===== src/rtl/clk_prog_sender_pkg.sv =====
// Shared types and constants for the DCM_CLKGEN programming transmitter.
package clk_prog_sender_pkg;

   typedef enum logic [3:0] {
      IDLE, LOAD_D, GAP1, LOAD_M, GAP2, GO, BLANK, WAIT_DONE, FIN
   } state_t;

   localparam logic [1:0] CMD_LOAD_D = 2'b01;
   localparam logic [1:0] CMD_LOAD_M = 2'b11;
   localparam int LOAD_BITS = 10;
   localparam int GAP_BITS  = 2;

   // Command prefix sits in the low bits so an LSB-first shift sends it first.
   function automatic logic [LOAD_BITS-1:0] load_frame(input logic [1:0] cmd,
                                                       input logic [7:0] val);
      return {val, cmd};
   endfunction

endpackage


===== src/rtl/clk_prog_div.sv =====
// progclk generator: toggles every DIV clocks, bit_tick marks the high->low toggle.
module clk_prog_div #(
   parameter int DIV = 4
) (
   input  logic CLK,
   input  logic RST,
   output logic progclk,
   output logic bit_tick
);

   localparam int CW = (DIV > 1) ? $clog2(DIV) : 1;

   logic [CW-1:0] cnt;
   logic          term;

   assign term     = (cnt == CW'(DIV - 1));
   assign bit_tick = term & progclk;

   always_ff @(posedge CLK or posedge RST) begin
      if (RST) begin
         cnt     <= '0;
         progclk <= 1'b0;
      end else if (term) begin
         cnt     <= '0;
         progclk <= ~progclk;
      end else begin
         cnt <= cnt + CW'(1);
      end
   end

endmodule


===== src/rtl/clk_prog_sender.sv =====
// Serial programming transmitter for DCM_CLKGEN (M/D load, GO, wait for done).
// Optional WAIT_DONE timeout enabled by defining PROG_TIMEOUT_EN.
module clk_prog_sender
   import clk_prog_sender_pkg::*;
#(
   parameter int PROGCLK_DIV   = 4,
   parameter int N_TARGETS     = 4,
   parameter int BLANK_PERIODS = 4
`ifdef PROG_TIMEOUT_EN
   , parameter int TIMEOUT_PERIODS = 1024
`endif
) (
   input  logic                 CLK,
   input  logic                 RST,
   input  logic                 wr_en,
   input  logic [8:0]           m_val,
   input  logic [8:0]           d_val,
   input  logic [1:0]           target,
   output logic                 ready,
   output logic                 done,
   output logic                 err,
   output logic [N_TARGETS-1:0] progen,
   output logic                 progdata,
   output logic                 progclk,
   input  logic                 progdone_inv
);

   state_t                 state;
   logic                   bit_tick;
   logic [1:0]             done_sync;
   logic [7:0]             m_q, d_q;
   logic [1:0]             tgt_q;
   logic [7:0]             bit_cnt;
   logic [LOAD_BITS-1:0]   shreg;
   logic [LOAD_BITS-1:0]   frame_d, frame_m;
   logic [N_TARGETS-1:0]   one_hot;
   logic                   m_ok, d_ok;
`ifdef PROG_TIMEOUT_EN
   localparam int TW = $clog2(TIMEOUT_PERIODS + 1);
   logic [TW-1:0]          to_cnt;
`endif

   clk_prog_div #(.DIV(PROGCLK_DIV)) u_div (
      .CLK      (CLK),
      .RST      (RST),
      .progclk  (progclk),
      .bit_tick (bit_tick)
   );

   assign m_ok    = (m_val >= 9'd2) && (m_val <= 9'd256);
   assign d_ok    = (d_val >= 9'd1) && (d_val <= 9'd256);
   assign frame_d = load_frame(CMD_LOAD_D, d_q);
   assign frame_m = load_frame(CMD_LOAD_M, m_q);
   assign one_hot = N_TARGETS'(1) << tgt_q;

   always_ff @(posedge CLK or posedge RST) begin
      if (RST) done_sync <= 2'b11;
      else     done_sync <= {done_sync[0], progdone_inv};
   end

   always_ff @(posedge CLK or posedge RST) begin
      if (RST) begin
         state    <= IDLE;
         ready    <= 1'b1;
         done     <= 1'b0;
         err      <= 1'b0;
         progen   <= '0;
         progdata <= 1'b0;
         m_q      <= '0;
         d_q      <= '0;
         tgt_q    <= '0;
         bit_cnt  <= '0;
         shreg    <= '0;
`ifdef PROG_TIMEOUT_EN
         to_cnt   <= '0;
`endif
      end else begin
         done <= 1'b0;
         case (state)
            IDLE: begin
               // ready=0 in IDLE means a request is armed and waits for a bit tick
               if (!ready && bit_tick) begin
                  state    <= LOAD_D;
                  progen   <= one_hot;
                  progdata <= frame_d[0];
                  shreg    <= frame_d >> 1;
                  bit_cnt  <= 8'(LOAD_BITS - 1);
               end
            end
            LOAD_D, LOAD_M: if (bit_tick) begin
               if (bit_cnt == 8'd0) begin
                  state    <= (state == LOAD_D) ? GAP1 : GAP2;
                  progen   <= '0;
                  progdata <= 1'b0;
                  bit_cnt  <= 8'(GAP_BITS - 1);
               end else begin
                  progdata <= shreg[0];
                  shreg    <= shreg >> 1;
                  bit_cnt  <= bit_cnt - 8'd1;
               end
            end
            GAP1: if (bit_tick) begin
               if (bit_cnt == 8'd0) begin
                  state    <= LOAD_M;
                  progen   <= one_hot;
                  progdata <= frame_m[0];
                  shreg    <= frame_m >> 1;
                  bit_cnt  <= 8'(LOAD_BITS - 1);
               end else begin
                  bit_cnt <= bit_cnt - 8'd1;
               end
            end
            GAP2: if (bit_tick) begin
               if (bit_cnt == 8'd0) begin
                  state  <= GO;
                  progen <= one_hot;
               end else begin
                  bit_cnt <= bit_cnt - 8'd1;
               end
            end
            GO: if (bit_tick) begin
               state   <= BLANK;
               progen  <= '0;
               bit_cnt <= 8'(BLANK_PERIODS - 1);
            end
            BLANK: if (bit_tick) begin
               if (bit_cnt == 8'd0) begin
                  state <= WAIT_DONE;
`ifdef PROG_TIMEOUT_EN
                  to_cnt <= '0;
`endif
               end else begin
                  bit_cnt <= bit_cnt - 8'd1;
               end
            end
            WAIT_DONE: begin
               if (!done_sync[1]) begin
                  state <= FIN;
                  done  <= 1'b1;
                  ready <= 1'b1;
               end
`ifdef PROG_TIMEOUT_EN
               else if (bit_tick) begin
                  if (to_cnt == TW'(TIMEOUT_PERIODS - 1)) begin
                     state <= FIN;
                     done  <= 1'b1;
                     ready <= 1'b1;
                     err   <= 1'b1;
                  end else begin
                     to_cnt <= to_cnt + TW'(1);
                  end
               end
`endif
            end
            FIN:     state <= IDLE;
            default: state <= IDLE;
         endcase

         // Acceptance overrides the state update; illegal values leave ready high.
         if (wr_en && ready) begin
            state <= IDLE;
            m_q   <= 8'(m_val - 9'd1);
            d_q   <= 8'(d_val - 9'd1);
            tgt_q <= target;
            err   <= !(m_ok && d_ok);
            ready <= !(m_ok && d_ok);
         end
      end
   end

endmodule


===== config.mk =====
export PLATFORM = sky130hd
export DESIGN_NAME = clk_prog_sender
export DESIGN_NICKNAME = d
export VERILOG_FILES = /design/src/rtl/clk_prog_sender_pkg.sv /design/src/rtl/clk_prog_div.sv /design/src/rtl/clk_prog_sender.sv
export SDC_FILE = /design/constraint.sdc
export NUM_CORES = 1
export LEC_CHECK = 0
export ABC_AREA = 1
export CAP_MARGIN = 40
export CORE_UTILIZATION = 57
export CTS_BUF_LIST = sky130_fd_sc_hd__clkbuf_8 sky130_fd_sc_hd__clkbuf_16
export DETAILED_ROUTE_END_ITERATION = 8
export PLACE_DENSITY_LB_ADDON = 0.08
export SETUP_SLACK_MARGIN = 0.1
export SLEW_MARGIN = 10
export SYNTH_ARGS = -nofsm -noshare
export SYNTH_HDL_FRONTEND = slang
export SYNTH_SLANG_ARGS = --single-unit

===== constraint.sdc =====
create_clock -name CLK -period 1.9 [get_ports CLK]
set_input_delay 0.38 -clock CLK [delete_from_list [all_inputs] [get_ports CLK]]
set_output_delay 0.38 -clock CLK [all_outputs]
set_load 0.005 [all_outputs]

# Word-level counts from Yosys, hierarchy flattened
# Index checks and enable logic that the tools add are counted.
dict set report classes {
  add_sub_neg 4
  n_mul 0
  div_mod_pow 0
  magnitude_cmp 4
  n_eq_ne 31
  n_shift 1
  mux 48
  bitwise_logic 2
  n_reduce_logical 22
}
# operator count
set op_table {}
lappend op_table {{4-bit 2-to-1 mux} 18}
lappend op_table {{8-bit 2-to-1 mux} 8}
lappend op_table {{10-bit 2-to-1 mux} 5}
lappend op_table {{8-bit case mux with 5 select lines} 1}
lappend op_table {{3-bit inequality test (second input constant)} 11}
lappend op_table {{10-bit case mux with 3 select lines} 1}
lappend op_table {{4-bit case mux with 7 select lines} 1}
lappend op_table {{8-bit by 1-bit subtractor with 8-bit output (second input constant)} 3}
lappend op_table {{9-bit <= comparator (second input constant)} 2}
lappend op_table {{4-bit by 3-bit == test with 1-bit output (second input constant)} 4}
lappend op_table {{2-bit inequality test (second input constant)} 8}
lappend op_table {{4-bit case mux with 4 select lines} 1}
lappend op_table {{7-bit AND reduction} 2}
lappend op_table {{11-bit AND reduction} 1}
lappend op_table {{1-bit 2-to-1 mux} 10}
lappend op_table {{9-bit by 1-bit >= comparator with 1-bit output (second input constant)} 1}
lappend op_table {{9-bit by 2-bit >= comparator with 1-bit output (second input constant)} 1}
lappend op_table {{4-bit by 2-bit == test with 1-bit output (second input constant)} 2}
lappend op_table {{8-bit logical NOT} 1}
lappend op_table {{2-bit by 1-bit inequality test with 1-bit output (second input constant)} 4}
lappend op_table {{6-bit AND reduction} 1}
lappend op_table {{2-bit OR reduction} 3}
lappend op_table {{1-bit logical AND} 5}
lappend op_table {{5-bit AND reduction} 1}
lappend op_table {{16 further kinds} 17}
dict set report totals {
  regBits 53
  latchBits 0
  ram_bits 0
  mem_bits_ro 0
  in_bits 24
  memories 0
}

# Depth between registers and ports, before layout
dict set report logic_depth {
  word_depth 6
  ltp_mapped 11
  depth_no_buf 11
}

# Hierarchy
# Synthesis repeated with hierarchy kept, for this count alone.
dict set report unflattened {
  hier_cells 416
  hier_area_um2 3113.0
}
# mod instances cells_per_inst area_each_um2 seq_area_each_um2
set modules_own_cells {}
lappend modules_own_cells {clk_prog_sender 1 403 2991.6 1229.9}
lappend modules_own_cells {clk_prog_div 1 13 121.4 75.1}

# Least setup slack after synthesis
# OpenSTA, ideal clock, no wires.
dict set report synth_timing {
  path_kind {reg2reg}
  startpoint {register bit_cnt[0]}
  endpoint {register progdata}
  setup_ns 0.121
  t_arrival_ns 1.403
  required_time_ns 1.779
  path_slack_ns 0.376
  path_stages_with_launch 11
  n_path_buf 1
  path_cell_list {dfrtp_1 > inv_1 > ha_1 > nand3_1 > nor2_4 > nand2_2 > o211ai_2 > buf_6 > nand2_1 > nand2_1 > o21ai_1}
}
dict set report synth_between {
  elab_chain_len 4
  elab_cells_between_ends 6
  cone_classes {eq/ne (1); mux (3); reduce/logical (2)}
}
# element line
set synth_rtl {}
lappend synth_rtl {{start: declaration} clk_prog_sender.sv:33} ;# logic [7:0] bit_cnt;
lappend synth_rtl {{start signal: assignment} clk_prog_sender.sv:87} ;# bit_cnt <= 8'(LOAD_BITS - 1);
lappend synth_rtl {{start signal: assignment} clk_prog_sender.sv:95} ;# bit_cnt <= 8'(GAP_BITS - 1);
lappend synth_rtl {{start signal: assignment} clk_prog_sender.sv:99} ;# bit_cnt <= bit_cnt - 8'd1;
lappend synth_rtl {{8-bit logical NOT *} {clk_prog_sender.sv:91, clk_prog_sender.sv:103}}
lappend synth_rtl {{1-bit 2-to-1 mux} clk_prog_sender.sv:91} ;# if (bit_cnt == 8'd0) begin
lappend synth_rtl {{1-bit 2-to-1 mux} clk_prog_sender.sv:90} ;# LOAD_D, LOAD_M: if (bit_tick) begin
lappend synth_rtl {{1-bit case mux with 3 select lines} clk_prog_sender.sv:79} ;# case (state)
lappend synth_rtl {{end signal: assignment} clk_prog_sender.sv:85} ;# progdata <= frame_d[0];
lappend synth_rtl {{end signal: assignment} clk_prog_sender.sv:97} ;# progdata <= shreg[0];
lappend synth_rtl {{end signal: assignment} clk_prog_sender.sv:106} ;# progdata <= frame_m[0];
lappend synth_rtl {{end: declaration} clk_prog_sender.sv:23} ;# output logic progdata,
# Mark *: on every way between the ends. The rest lies on a longest branch, timed or not. The select of a mux whose other input is x is not followed.
# A chain may end at the register's enable or synchronous reset.

# Worst setup path after layout
dict set report layout_timing {
  startpoint {register ready}
  endpoint {output ready}
}
# element line
set layout_rtl {}
lappend layout_rtl {{start: declaration} clk_prog_sender.sv:19} ;# output logic ready,
lappend layout_rtl {{start signal: assignment} clk_prog_sender.sv:166} ;# ready <= !(m_ok && d_ok);
# No word-level cell between the ends.

==> flow_summary.toml <==
[placement]
dpl.hpwl_mm = 5.09
gp_congestion = 0.850
io_buffers = 32

[timing]
period_needed_ns = 1.76
tightest_slew_ns = 0.414
rsz0062_at_grt = "yes"
fmax_mhz = 567
setup_viol = 0
fin_setup_tns_ns = 0
maxSlewViolCount = 0
slew_headroom_pct = 72.4
hold_violations = 0
period_share_pct = 92.8
fin_skew_ns = 0.0118

[global_route]
first_global_vias = 2539
grt.busiest_layer = "met2"
gr-total-overflow = 0
grt_pass1_wl_mm = 11.3
antenna_found_initial = 0
use_met3_pct = 3.17
grt_start_max_net_pins = 36
met1_usage_pct = 37.6
gr-usage-all-layers_pct = 26.1
grt_use_met2_pct = 40.5

[power]
total_power_uw = 1920
p_per_area_nw_per_um2 = 520
power.leakage_uw = 0.00175
ir_worst_vdd_mv = 0.334

[critical_path]
crit_chain = "clkdlybuf4s50_1"
cpPeakStageDelay_ns = 0.57
worstPathMaxFanout = 3
crit_required_ns = 1.52
crit_slowest_cell = "dfstp_2"
critPathBufInv = 1
critical-path-top-delay-family = "flip-flops"
crit_path_start_kind = "register"
end_kind = "output pin"
worst_ep_arrival_time_ns = 1.38
setup.worst_path.class = "reg2out"

[synth]
synth_edf_count = 0
yosysMostFrequentCell = "nand2_1"
avgSynthCellArea_um2 = 7.61
synth_nets = 441
synthTopCellsByArea = "dfrtp_1, nand2_1, nand3_1"
syn_area_um2 = 3110
yosysUniqueCellTypes = 38
yosysWarnings = 0
synthCells = 409
yosysTopAreaCell = "dfrtp_1"
async_flop_share_pct = 100
synth_top_cell_area_share_pct = 39.4
synth_common_cells = "nand2_1, dfrtp_1, inv_1, nor2_1, nand3_1"
synth-seq-area-share_pct = 41.9
ys.flop_type = "dfrtp_1"
synth-seq-cells = 52

[drt]
ant_nets = 0
drt-vias-per-instance = 5.37
wire_per_inst_um = 13.0
finalWirelength_mm = 6.79
num_vias = 2804
drtIter0Drc = 244
drc = 0
dr.pass1.iters = 5

[run_status]
status = "completed"

[clock_tree]
cts_buffer_depth = 2
cts_root_buf = "clkbuf_8"
cts_made_buffers = 5
cts_tree = "done"
clkSlewWorstSetupHoldPaths_ns = 0.09
clock-sinks = 52
htreeDepth = 2
clk_latency_ns = 0.32
cts_hold_buffers = 0

[min_path]
holdCritPathClass = "reg2reg"

[finish]
multiInputGateArea_um2 = 1590
final_nets = 483
layout-drive-gt1-share_pct = 12.6
syn_to_final_growth_pct = 18.3
diodes = 0
fillers = 424
seq_area_um2 = 1310

[floorplanning]
core_um2 = 5170
rows = 26
dieHeight_um = 75.9
pin_count = 33
fp.dieW_um = 75.9
dieArea_um2 = 5760
start_util_pct = 60.2

[job]
max-cap-violations = 0
==> per-layer routing <==
| metal | up-vias | wire length [um] |
|---|---|---|
| li1 | 1427 | - |
| met1 | 1289 | 3260 |
| met2 | 79 | 3090 |
| met3 | 9 | 325 |
| met4 | 0 | 107 |
| met5 | - | 0 |
==> registers in the layout, summed over array words and instances, names as in the netlist, 2 cells and up <==
register,count
bit_cnt,8
d_q,8
done_sync,2
m_q,8
progen,4
shreg,9
state,4
tgt_q,2
u_div.cnt,2
==> cells in the final DEF (no fill, tap or decap), types with 8 or more instances in the layout <==
master           instances
a21oi_1                  8
buf_4                    9
clkdlybuf4s50_1         32
dfrtp_1                 48
ha_1                     8
inv_1                   37
nand2_1                116
nand3_1                 34
nand4_1                 16
nor2_1                  37
o21ai_0                 21
o21ai_1                 10
==> where the power goes <==
group          switching, uW  total (uW)  internal, uW
Sequential              1.03        1110          1110
Combinational           62.2         124          62.2
Clock                    381         680           299
Total                    445        1920          1470
==> final timing paths <==
| kind | start | to | slack (ns) | cells after the start |
|---|---|---|---|---|
| max | ready | ready | 0.14 | 1 |
| min | done_sync[0] | done_sync[1] | 0.36 | 0 |
| max reg2reg | bit_cnt[0] | shreg[0] | 0.23 | 9 |
| min reg2reg | done_sync[0] | done_sync[1] | 0.36 | 0 |
| max in group asynchronous | RST | d_q[0] | 1.00 | 3 |
| min in group asynchronous | RST | bit_cnt[7] | 0.37 | 2 |
==> timing repair <==
action | CTS | global route
setup buffers | 0 | 1
endpoints found under the setup margin | 0 | 14
gates resized for setup | 0 | 5
==> metrics by stage <==
step / hold WS [ns] / instance area (um2) / util (%) / instances / worst slack (ns)
after global placement: 0.347 / 3550 / 68.6 / 512 / 0.141
after CTS: 0.363 / 3640 / 70.5 / 520 / 0.132
after global routing: 0.364 / 3680 / 71.2 / 522 / 0.104
final: 0.361 / 3680 / 71.2 / 522 / 0.137
after floorplan: 0.345 / 3110 / - / 409 / 0.267
after detailed placement: 0.349 / 3550 / 68.6 / 512 / 0.0686
==> kinds of logic after synthesis <==
kind of cell	Yosys count	synth area share (%)
AND/OR/NAND/NOR	230	34.3
AO/OA/AOI/OAI	56	10.6
adder cells (fa/ha/maj)	8	3.22
XOR/XNOR	8	2.25
buffers and inverters	55	7.68
flip-flops	52	41.9
==> area by class of cell <==
| cell class | instances | area share, % |
|---|---|---|
| timing repair buffer | 43 | 11.4 |
| clock buffer | 6 | 2.24 |
| tap | 70 | 2.38 |
| multi-input combinational | 303 | 43.2 |
| inverter | 46 | 4.89 |
| sequential | 52 | 35.5 |
| clock inverter | 2 | 0.374 |
Note: power is estimated with default switching activity, not from simulation.
